$ cat src/rtl/pwm_bank_pkg.sv
// Shared constants and types for the four-channel PWM/timebase bank.
package pwm_bank_pkg;

  localparam int unsigned NUM_CH = 4;
  localparam int unsigned CNT_W  = 28;

  typedef logic [CNT_W-1:0] cnt_t;

  // A channel runs whenever its active period is non-zero.
  typedef enum logic {
    CH_IDLE,
    CH_RUN
  } ch_state_e;

endpackage

$ cat src/rtl/pwm_chan.sv
// One PWM channel: commit edge detect, pending/active period-compare pair,
// period counter and registered PWM output.
module pwm_chan
  import pwm_bank_pkg::*;
#(
  parameter int unsigned WIDTH = CNT_W
) (
  input  logic             clk_i,
  input  logic             rst_ni,
  input  logic [WIDTH-1:0] period_i,
  input  logic [WIDTH-1:0] decode_i,
  input  logic             commit_i,
  input  logic             enable_i,
  output logic             pwm_o,
  output logic             period_end_o,
  output logic             pending_o
);

  logic             commit_q, commit_d;
  logic [WIDTH-1:0] cnt_q, cnt_d;
  logic [WIDTH-1:0] per_q, per_d;
  logic [WIDTH-1:0] dec_q, dec_d;
  logic [WIDTH-1:0] pper_q, pper_d;
  logic [WIDTH-1:0] pdec_q, pdec_d;
  logic             pend_q, pend_d;
  logic             pwm_q, pwm_d;

  ch_state_e        state;
  logic             commit_edge;
  logic             wrap;

  // Register all channel state; reset returns the channel to idle and drops any pending pair.
  always_ff @(posedge clk_i or negedge rst_ni) begin
    if (!rst_ni) begin
      commit_q <= 1'b0;
      cnt_q    <= '0;
      per_q    <= '0;
      dec_q    <= '0;
      pper_q   <= '0;
      pdec_q   <= '0;
      pend_q   <= 1'b0;
      pwm_q    <= 1'b0;
    end else begin
      commit_q <= commit_d;
      cnt_q    <= cnt_d;
      per_q    <= per_d;
      dec_q    <= dec_d;
      pper_q   <= pper_d;
      pdec_q   <= pdec_d;
      pend_q   <= pend_d;
      pwm_q    <= pwm_d;
    end
  end

  // Decode channel state, commit edge and the last cycle of the period.
  always_comb begin
    state       = (per_q == '0) ? CH_IDLE : CH_RUN;
    commit_edge = commit_i & ~commit_q;
    wrap        = (state == CH_RUN) && enable_i && (cnt_q == per_q - 1'b1);
  end

  // Next-state: count, apply the pending pair at the boundary, capture new commits.
  always_comb begin
    commit_d = commit_i;
    cnt_d    = cnt_q;
    per_d    = per_q;
    dec_d    = dec_q;
    pper_d   = pper_q;
    pdec_d   = pdec_q;
    pend_d   = pend_q;

    unique case (state)
      CH_IDLE: begin
        if (pend_q) begin
          per_d  = pper_q;
          dec_d  = pdec_q;
          pend_d = 1'b0;
          cnt_d  = '0;
        end
      end
      CH_RUN: begin
        if (enable_i) begin
          if (wrap) begin
            cnt_d = '0;
            if (pend_q) begin
              per_d  = pper_q;
              dec_d  = pdec_q;
              pend_d = 1'b0;
            end
          end else begin
            cnt_d = cnt_q + 1'b1;
          end
        end
      end
      default: ;
    endcase

    // A commit edge coinciding with a boundary lands in pending, after the old pair was applied.
    if (commit_edge) begin
      pper_d = period_i;
      pdec_d = decode_i;
      pend_d = 1'b1;
    end

    // PWM is computed from next-state so the register lines up with cnt/active of its cycle.
    pwm_d = (per_d != '0) && (cnt_d < dec_d);
  end

  // Drive channel outputs.
  always_comb begin
    pwm_o        = pwm_q;
    pending_o    = pend_q;
    period_end_o = wrap;
  end

endmodule

$ cat src/rtl/pwm_bank_ctrl.sv
// Four-channel double-buffered PWM/timebase bank fed by the PIO period and
// decode registers.
module pwm_bank_ctrl #(
  parameter int unsigned NUM_CH = pwm_bank_pkg::NUM_CH,
  parameter int unsigned CNT_W  = pwm_bank_pkg::CNT_W
) (
  input  logic                    clk_clk,
  input  logic                    reset_reset_n,
  input  logic [NUM_CH*CNT_W-1:0] period_i,
  input  logic [NUM_CH*CNT_W-1:0] decode_i,
  input  logic [NUM_CH-1:0]       commit_i,
  input  logic                    enable_i,
  output logic [NUM_CH-1:0]       pwm_o,
  output logic [NUM_CH-1:0]       period_end_o,
  output logic [NUM_CH-1:0]       pending_o
);

  for (genvar n = 0; n < NUM_CH; n++) begin : g_ch
    pwm_chan #(
      .WIDTH(CNT_W)
    ) u_chan (
      .clk_i       (clk_clk),
      .rst_ni      (reset_reset_n),
      .period_i    (period_i[n*CNT_W +: CNT_W]),
      .decode_i    (decode_i[n*CNT_W +: CNT_W]),
      .commit_i    (commit_i[n]),
      .enable_i    (enable_i),
      .pwm_o       (pwm_o[n]),
      .period_end_o(period_end_o[n]),
      .pending_o   (pending_o[n])
    );
  end

endmodule

$ cat config.mk
export PLATFORM = sky130hd
export DESIGN_NAME = pwm_bank_ctrl
export DESIGN_NICKNAME = d
export VERILOG_FILES = /design/src/rtl/pwm_bank_pkg.sv /design/src/rtl/pwm_chan.sv /design/src/rtl/pwm_bank_ctrl.sv
export SDC_FILE = /design/constraint.sdc
export NUM_CORES = 1
export LEC_CHECK = 0
export CAP_MARGIN = 20
export CORE_MARGIN = 2
export CORE_UTILIZATION = 55
export CTS_BUF_LIST = sky130_fd_sc_hd__clkbuf_16
export DETAILED_ROUTE_END_ITERATION = 16
export HOLD_SLACK_MARGIN = 0.12
export PLACE_DENSITY = 0.88
export REMOVE_ABC_BUFFERS = 1
export SLEW_MARGIN = 20
export SYNTH_ARGS = -nofsm -noshare
export SYNTH_HDL_FRONTEND = slang
export SYNTH_SLANG_ARGS = --single-unit
$ cat constraint.sdc
create_clock -name clk_clk -period 6.6 [get_ports clk_clk]
set_clock_uncertainty 0.2 [all_clocks]
set_input_delay 1.65 -clock clk_clk [delete_from_list [all_inputs] [get_ports clk_clk]]
set_output_delay 1.65 -clock clk_clk [all_outputs]
set_load 0.05 [all_outputs]
==> results.py, run 1 <==
metrics = {
    "run_status": {
        "status": "finished, final reports clean",
    },
    "detailed_routing": {
        "ant_nets": 0,
        "routed_wl_um": 73200,
        "drc": 0,
        "vias": 23220,
        "wire_per_inst_um": 18.7,
        "first_iter_violations": 1681,
        "detail_route.vias_per_cell": 5.93,
        "firstDrtPassIters": 5,
    },
    "cells_and_area": {
        "mostFrequentLayoutCell": "dfrtp_1",
        "fin_nets": 3471,
        "synthToLayoutAreaGrowth_pct": 17.6,
        "layout_common_cells": "dfrtp_1 (572), mux2_2 (282), clkdlybuf4s50_1 (237)",
        "nFillCells": 4153,
        "antenna_cells": 0,
        "drive_above_1_share": 0.171,
        "fin_area_sq_um": 36100,
    },
    "cts": {
        "cts_tree": "done",
        "clock-root-buffer": "clkbuf_16",
        "cts.path.max_buffers": 3,
        "htreeDepth": 2,
        "path_clk_slew_ns": 0.06,
        "ctsHoldBuffers": 0,
        "cts_resized": 0,
        "clock_sinks": 572,
        "cts_inserted_buffers": 59,
        "postCtsSetupBuffers": 0,
        "clkLatencyLatePin_ns": 0.62,
    },
    "timing": {
        "final.period_utilization": 0.925,
        "fmax_mhz": 164,
        "relSlewSlack": 0.373,
        "hold_viol_final": 0,
        "finalCriticalPeriod_ns": 6.10,
        "worst_pin_slew_ns": 0.939,
        "setup_viol": 0,
        "drv_slew": 0,
        "rsz0062_at_grt": "no",
    },
    "placement": {
        "io_buffers": 242,
        "place_congestion": 0.954,
        "place_area_sq_um": 34200,
        "dp_hpwl_um": 53100,
    },
    "setup_path": {
        "slowest_delay_ns": 0.51,
        "path_max_fanout": 9,
        "cp-end-kind": "register",
        "critical_path.slowest_cell": "or4b_4",
        "reg2reg_to": "g_ch[3].u_chan.pwm_o",
        "crit_chain": "clkdlybuf4s50_1 -> buf_4 -> o211a_1 -> nand3_1 -> nor3_1 -> or4bb_1 -> or4b_4 -> o21ai_4 -> buf_4 -> nor2b_1 -> o21ai_0 -> o31ai_1 -> ha_1 -> a21o_1 -> a21o_1 -> a21o_1 -> a21oi_1 -> nor2b_1 -> o21ai_0 -> nand2b_1 -> a221oi_1 -> buf_4 -> o311ai_0 -> nor3_1",
        "crit_type": "input pin to register",
        "crit_required_ns": 6.92,
        "critPathArrivalTime_ns": 6.43,
        "r2r-start": "g_ch[3].u_chan.per_q[14]",
        "r2r_cells": 21,
        "rrSetupSlack_ns": 0.53,
        "critPathLaunchType": "input pin",
    },
    "floorplan": {
        "start_util": 0.557,
        "fp.dieH_um": 240,
        "io_pins": 243,
        "core_sq_um": 55100,
        "die_area_sq_um": 57700,
        "die_w_um": 240,
        "rows": 86,
    },
    "synthesis": {
        "syn_area_sq_um": 30700,
        "ys_warn_count": 0,
        "syn_inst": 2867,
        "ys.flop_type": "dfrtp_1",
        "ys_types": 81,
        "yosysSeqAreaShare": 0.467,
        "synthArstFlopShare": 1.00,
        "ys_ff_latch": 572,
        "synth_edf_count": 0,
        "syn_avg_cell_area_sq_um": 10.7,
    },
    "global_routing": {
        "antenna_found_initial": 2,
        "grt_pass1_vias": 23054,
        "grt_pass1_wl_um": 119000,
        "grt_usage": 0.256,
        "grt_max_degree": 129,
        "grt_remaining_overflow": 0,
    },
    "power_and_ir_drop": {
        "p_leak_uw": 0.0170,
        "peakVddDrop_mv": 0.237,
        "finalPower_uw": 11600,
        "power_density_nw_per_um2": 323,
    },
    "worst_hold_path": {
        "hp-start": "g_ch[0].u_chan.dec_q[6]",
        "min_path_type": "register to register",
        "holdPathStages": 2,
        "min_to": "g_ch[0].u_chan.dec_q[6]",
    },
    "flow_run": {
        "drv_cap": 0,
    },
}
[stage by stage]
stage | hold slack, ns | util | worst slack, ns | setup TNS (ns) | std cells
2_1_floorplan | 0.253 | - | -0.722 | -1.80 | 2736
3_3_place_gp | 0.270 | 0.620 | -0.0516 | -0.0516 | 3807
3_5_place_dp | 0.275 | 0.620 | -0.0806 | -0.0806 | 3807
4_1_cts | 0.290 | 0.655 | 0.526 | 0 | 3915
5_1_grt | 0.304 | 0.655 | 0.111 | 0 | 3915
6_report | 0.286 | 0.655 | 0.497 | 0 | 3915
[per-layer routing]
metal	share of wire	vias to the layer above	wire length, um	GRT usage
met2	0.49	711	35500	0.430
met4	0.029	4	2150	0.0828
li1	-	10914	-	-
met5	0.00037	-	27	0
met1	0.43	11443	31200	0.340
met3	0.058	148	4220	0.0403
[worst max-delay path by stage]
stage                              from                    to  slack (ns)  cells past startpoint
2_1_floorplan   g_ch[2].u_chan.per_q[2]  g_ch[2].u_chan.pwm_o       -0.72                     20
3_3_place_gp                   enable_i  g_ch[3].u_chan.pwm_o       -0.05                     23
3_5_place_dp                   enable_i  g_ch[3].u_chan.pwm_o       -0.08                     23
4_1_cts        g_ch[3].u_chan.per_q[14]  g_ch[3].u_chan.pwm_o        0.53                     23
5_1_grt        g_ch[3].u_chan.per_q[14]  g_ch[3].u_chan.pwm_o        0.11                     21
6_report                       enable_i  g_ch[3].u_chan.pwm_o        0.50                     24
[worst max-delay path: cells and delay by family]
family,cells,cell delay [ns]
adders and majority gates,1,0.33
and+or+nand+nor,8,1.53
AOI/OAI and AO/OA,11,1.88
buffers and inverters,4,1.02
[power by group]
part	total [uW]	switching (uW)	internal [uW]	leakage, uW
Combinational	3500	1850	1650	0.00881
Clock	3280	1390	1890	0.000976
Sequential	4860	687	4180	0.00725
[Yosys cell counts, types with 30 or more instances]
cell type | count | area [sq um]
and3_1 | 55 | 344
ha_1 | 120 | 1500
nor2b_1 | 30 | 188
xnor2_1 | 78 | 683
mux2i_1 | 94 | 941
nand4_1 | 59 | 369
nand3_1 | 67 | 335
o31ai_1 | 36 | 270
dfrtp_1 | 572 | 14300
o21ai_0 | 160 | 801
clkbuf_1 | 75 | 282
nand2b_1 | 34 | 213
nor3_1 | 49 | 245
a31oi_1 | 33 | 206
a21o_1 | 52 | 390
mux2_2 | 282 | 3180
nor4_1 | 65 | 407
a21oi_1 | 73 | 365
xor2_1 | 57 | 499
nor2_1 | 119 | 447
inv_1 | 120 | 450
nand2_1 | 220 | 826
[area by class of cell]
cell class	instances	area, sq um	share of cell area
Multi-Input combinational cell	2019	15200	0.422
Sequential cell	572	14300	0.397
Timing Repair Buffer	323	3180	0.0880
Clock buffer	61	1530	0.0423
Tap cell	748	936	0.0259
Inverter	145	544	0.0151
Clock inverter	47	363	0.0101
[cell families after synthesis]
group,share of synthesized area
and+or+nand+nor,0.150
DFF,0.467
AOI/OAI and AO/OA,0.102
muxes,0.154
buffers and inverters,0.0393
xor gates and xnor gates,0.0385
adders and majority gates,0.0489
[state kept, by name (all words and copies together) (netlist names)]
register	flops
g_ch.u_chan.commit_q	4
g_ch.u_chan.pending_o	4
g_ch.u_chan.pwm_o	4
g_ch.u_chan.per_q	112
g_ch.u_chan.pper_q	112
g_ch.u_chan.cnt_q	112
g_ch.u_chan.dec_q	112
g_ch.u_chan.pdec_q	112
No activity file was read; power rests on OpenSTA's default activity.
==> run 2, diff against run 1 <==
--- a/config.mk
+++ b/config.mk
@@ -7,13 +7,12 @@
 export LEC_CHECK = 0
 export CAP_MARGIN = 20
 export CORE_MARGIN = 2
-export CORE_UTILIZATION = 55
+export CORE_UTILIZATION = 45
 export CTS_BUF_LIST = sky130_fd_sc_hd__clkbuf_16
 export DETAILED_ROUTE_END_ITERATION = 16
-export HOLD_SLACK_MARGIN = 0.12
-export PLACE_DENSITY = 0.88
+export PLACE_DENSITY = 0.76
 export REMOVE_ABC_BUFFERS = 1
-export SLEW_MARGIN = 20
+export SLEW_MARGIN = 25
 export SYNTH_ARGS = -nofsm -noshare
 export SYNTH_HDL_FRONTEND = slang
 export SYNTH_SLANG_ARGS = --single-unit
==> results.py, run 2 (synthesized netlist as in run 1, its figures left out) <==
metrics = {
    "power_and_ir_drop": {
        "peakVddDrop_mv": 0.255,
        "p_leak_uw": 0.0170,
        "power_density_nw_per_um2": 319,
        "finalPower_uw": 11500,
    },
    "setup_path": {
        "crit_required_ns": 6.94,
        "critPathLaunchType": "register",
        "crit_chain": "or4_4 -> or4_1 -> or3_4 -> nor3_2 -> xnor2_1 -> or4b_4 -> o21ai_4 -> nand2_4 -> buf_4 -> mux2i_2 -> ha_1 -> a21o_1 -> a21o_1 -> a21o_1 -> a21oi_1 -> nor2b_1 -> o21ai_0 -> nand2b_1 -> a221oi_2 -> o311ai_0 -> nor3_1",
        "crit_top_cell": "a21o_1",
        "crit_buf_inv": 1,
        "critical_path.slowest_cell": "or4_1",
        "slowest_delay_ns": 0.64,
        "critPathArrivalTime_ns": 6.57,
        "startpoint": "g_ch[3].u_chan.per_q[14]",
        "path_max_fanout": 7,
        "r2r-start": "g_ch[3].u_chan.per_q[14]",
        "cp-end-kind": "register",
        "rrSetupSlack_ns": 0.36,
        "r2r_cells": 21,
        "critPathTopFamily": "simple AND/OR/NAND/NOR gates",
        "crit_cells": 21,
        "crit_type": "register to register",
    },
    "floorplan": {
        "core_sq_um": 67300,
        "die_w_um": 265,
        "start_util": 0.456,
        "io_pins": 243,
        "fp.dieH_um": 265,
        "rows": 95,
        "die_area_sq_um": 70300,
    },
    "timing": {
        "setup_viol": 0,
        "drv_slew": 0,
        "relSlewSlack": 0.389,
        "fmax_mhz": 160,
        "final.period_utilization": 0.945,
        "hold_viol_final": 0,
        "rsz0062_at_grt": "no",
        "holdWs_ns": 0.287,
        "worst_pin_slew_ns": 0.916,
        "finalCriticalPeriod_ns": 6.24,
    },
    "cells_and_area": {
        "fin_util": 0.537,
        "synthToLayoutAreaGrowth_pct": 17.8,
        "multi_input_area_sq_um": 15200,
        "drive_above_1_share": 0.170,
        "nFillCells": 5834,
        "layout_common_cells": "dfrtp_1 (572), mux2_2 (282), clkdlybuf4s50_1 (237)",
        "antenna_cells": 0,
        "fin_area_sq_um": 36100,
        "seqCellArea_sq_um": 14300,
        "final_cell_count_no_fill": 4037,
        "fin_nets": 3469,
        "mostFrequentLayoutCell": "dfrtp_1",
    },
    "cts": {
        "clock-root-buffer": "clkbuf_16",
        "clock_sinks": 572,
        "cts.path.max_buffers": 3,
        "cts_tree": "done",
        "clkLatencyLatePin_ns": 0.62,
        "htreeDepth": 2,
        "postCtsSetupBuffers": 0,
        "cts_inserted_buffers": 61,
        "path_clk_slew_ns": 0.06,
    },
    "placement": {
        "dp_hpwl_um": 54100,
        "place_congestion": 0.943,
        "place_area_sq_um": 34300,
        "dp.cells": 3928,
        "io_buffers": 242,
    },
    "worst_hold_path": {
        "holdPathStages": 2,
        "min_path_type": "register to register",
        "hp-start": "g_ch[0].u_chan.dec_q[14]",
    },
    "global_routing": {
        "grt_pass1_wl_um": 123000,
        "antenna_found_initial": 1,
        "grt_pass1_vias": 23193,
        "grt_max_degree": 123,
        "grt_usage": 0.212,
        "grt_remaining_overflow": 0,
    },
    "detailed_routing": {
        "routed_wl_um": 74200,
        "drc": 0,
        "ant_nets": 0,
        "first_iter_violations": 1912,
        "vias": 23012,
        "detail_route.vias_per_cell": 5.70,
        "firstDrtPassIters": 8,
        "wire_per_inst_um": 18.4,
    },
    "flow_run": {
        "drv_cap": 0,
    },
    "run_status": {
        "status": "finished, final reports clean",
    },
}
-- run 2: area by class of cell --
| class | instances | area share |
|---|---|---|
| Inverter | 145 | 0.0151 |
| Sequential cell | 572 | 0.396 |
| Tap cell | 873 | 0.0302 |
| Clock inverter | 48 | 0.00911 |
| Timing Repair Buffer | 319 | 0.0857 |
| Clock buffer | 61 | 0.0422 |
| Multi-Input combinational cell | 2019 | 0.421 |
-- run 2: report_power, final --
part / switching (uW) / internal (uW)
Sequential: 682 / 4180
Combinational: 1810 / 1650
Clock: 1410 / 1820
-- run 2: metal layers --
metal / GRT usage / up-vias / share of wire
met3: 0.0287 / 110 / 0.050
met1: 0.289 / 11363 / 0.45
met5: 0 / - / 0
li1: - / 10915 / -
met4: 0.0542 / 0 / 0.021
met2: 0.357 / 624 / 0.48
-- run 2: path summary, 6_finish.rpt --
kind                                        endpoint
max                             g_ch[3].u_chan.pwm_o
min in group asynchronous  g_ch[2].u_chan.pper_q[15]
min reg2reg                 g_ch[0].u_chan.dec_q[14]
max in group asynchronous    g_ch[1].u_chan.per_q[7]
min                         g_ch[0].u_chan.dec_q[14]
max reg2reg                     g_ch[3].u_chan.pwm_o
-- run 2: stage by stage --
step | setup slack (ns) | setup TNS [ns]
2_1_floorplan | -0.722 | -1.80
3_3_place_gp | -0.0482 | -0.0482
3_5_place_dp | -0.145 | -0.145
4_1_cts | 0.218 | 0
5_1_grt | 0.0319 | 0
6_report | 0.364 | 0
-- run 2: tightest hold or removal path, stage by stage, from the launching register on --
cell	delay, ns
dfrtp_1	0.32
mux2i_1	0.08
inv_1	0.06
-- run 2: timing repair --
item                       CTS  global route
gates resized for setup      0             3
hold buffers                 0             0
setup endpoints to repair    0             1
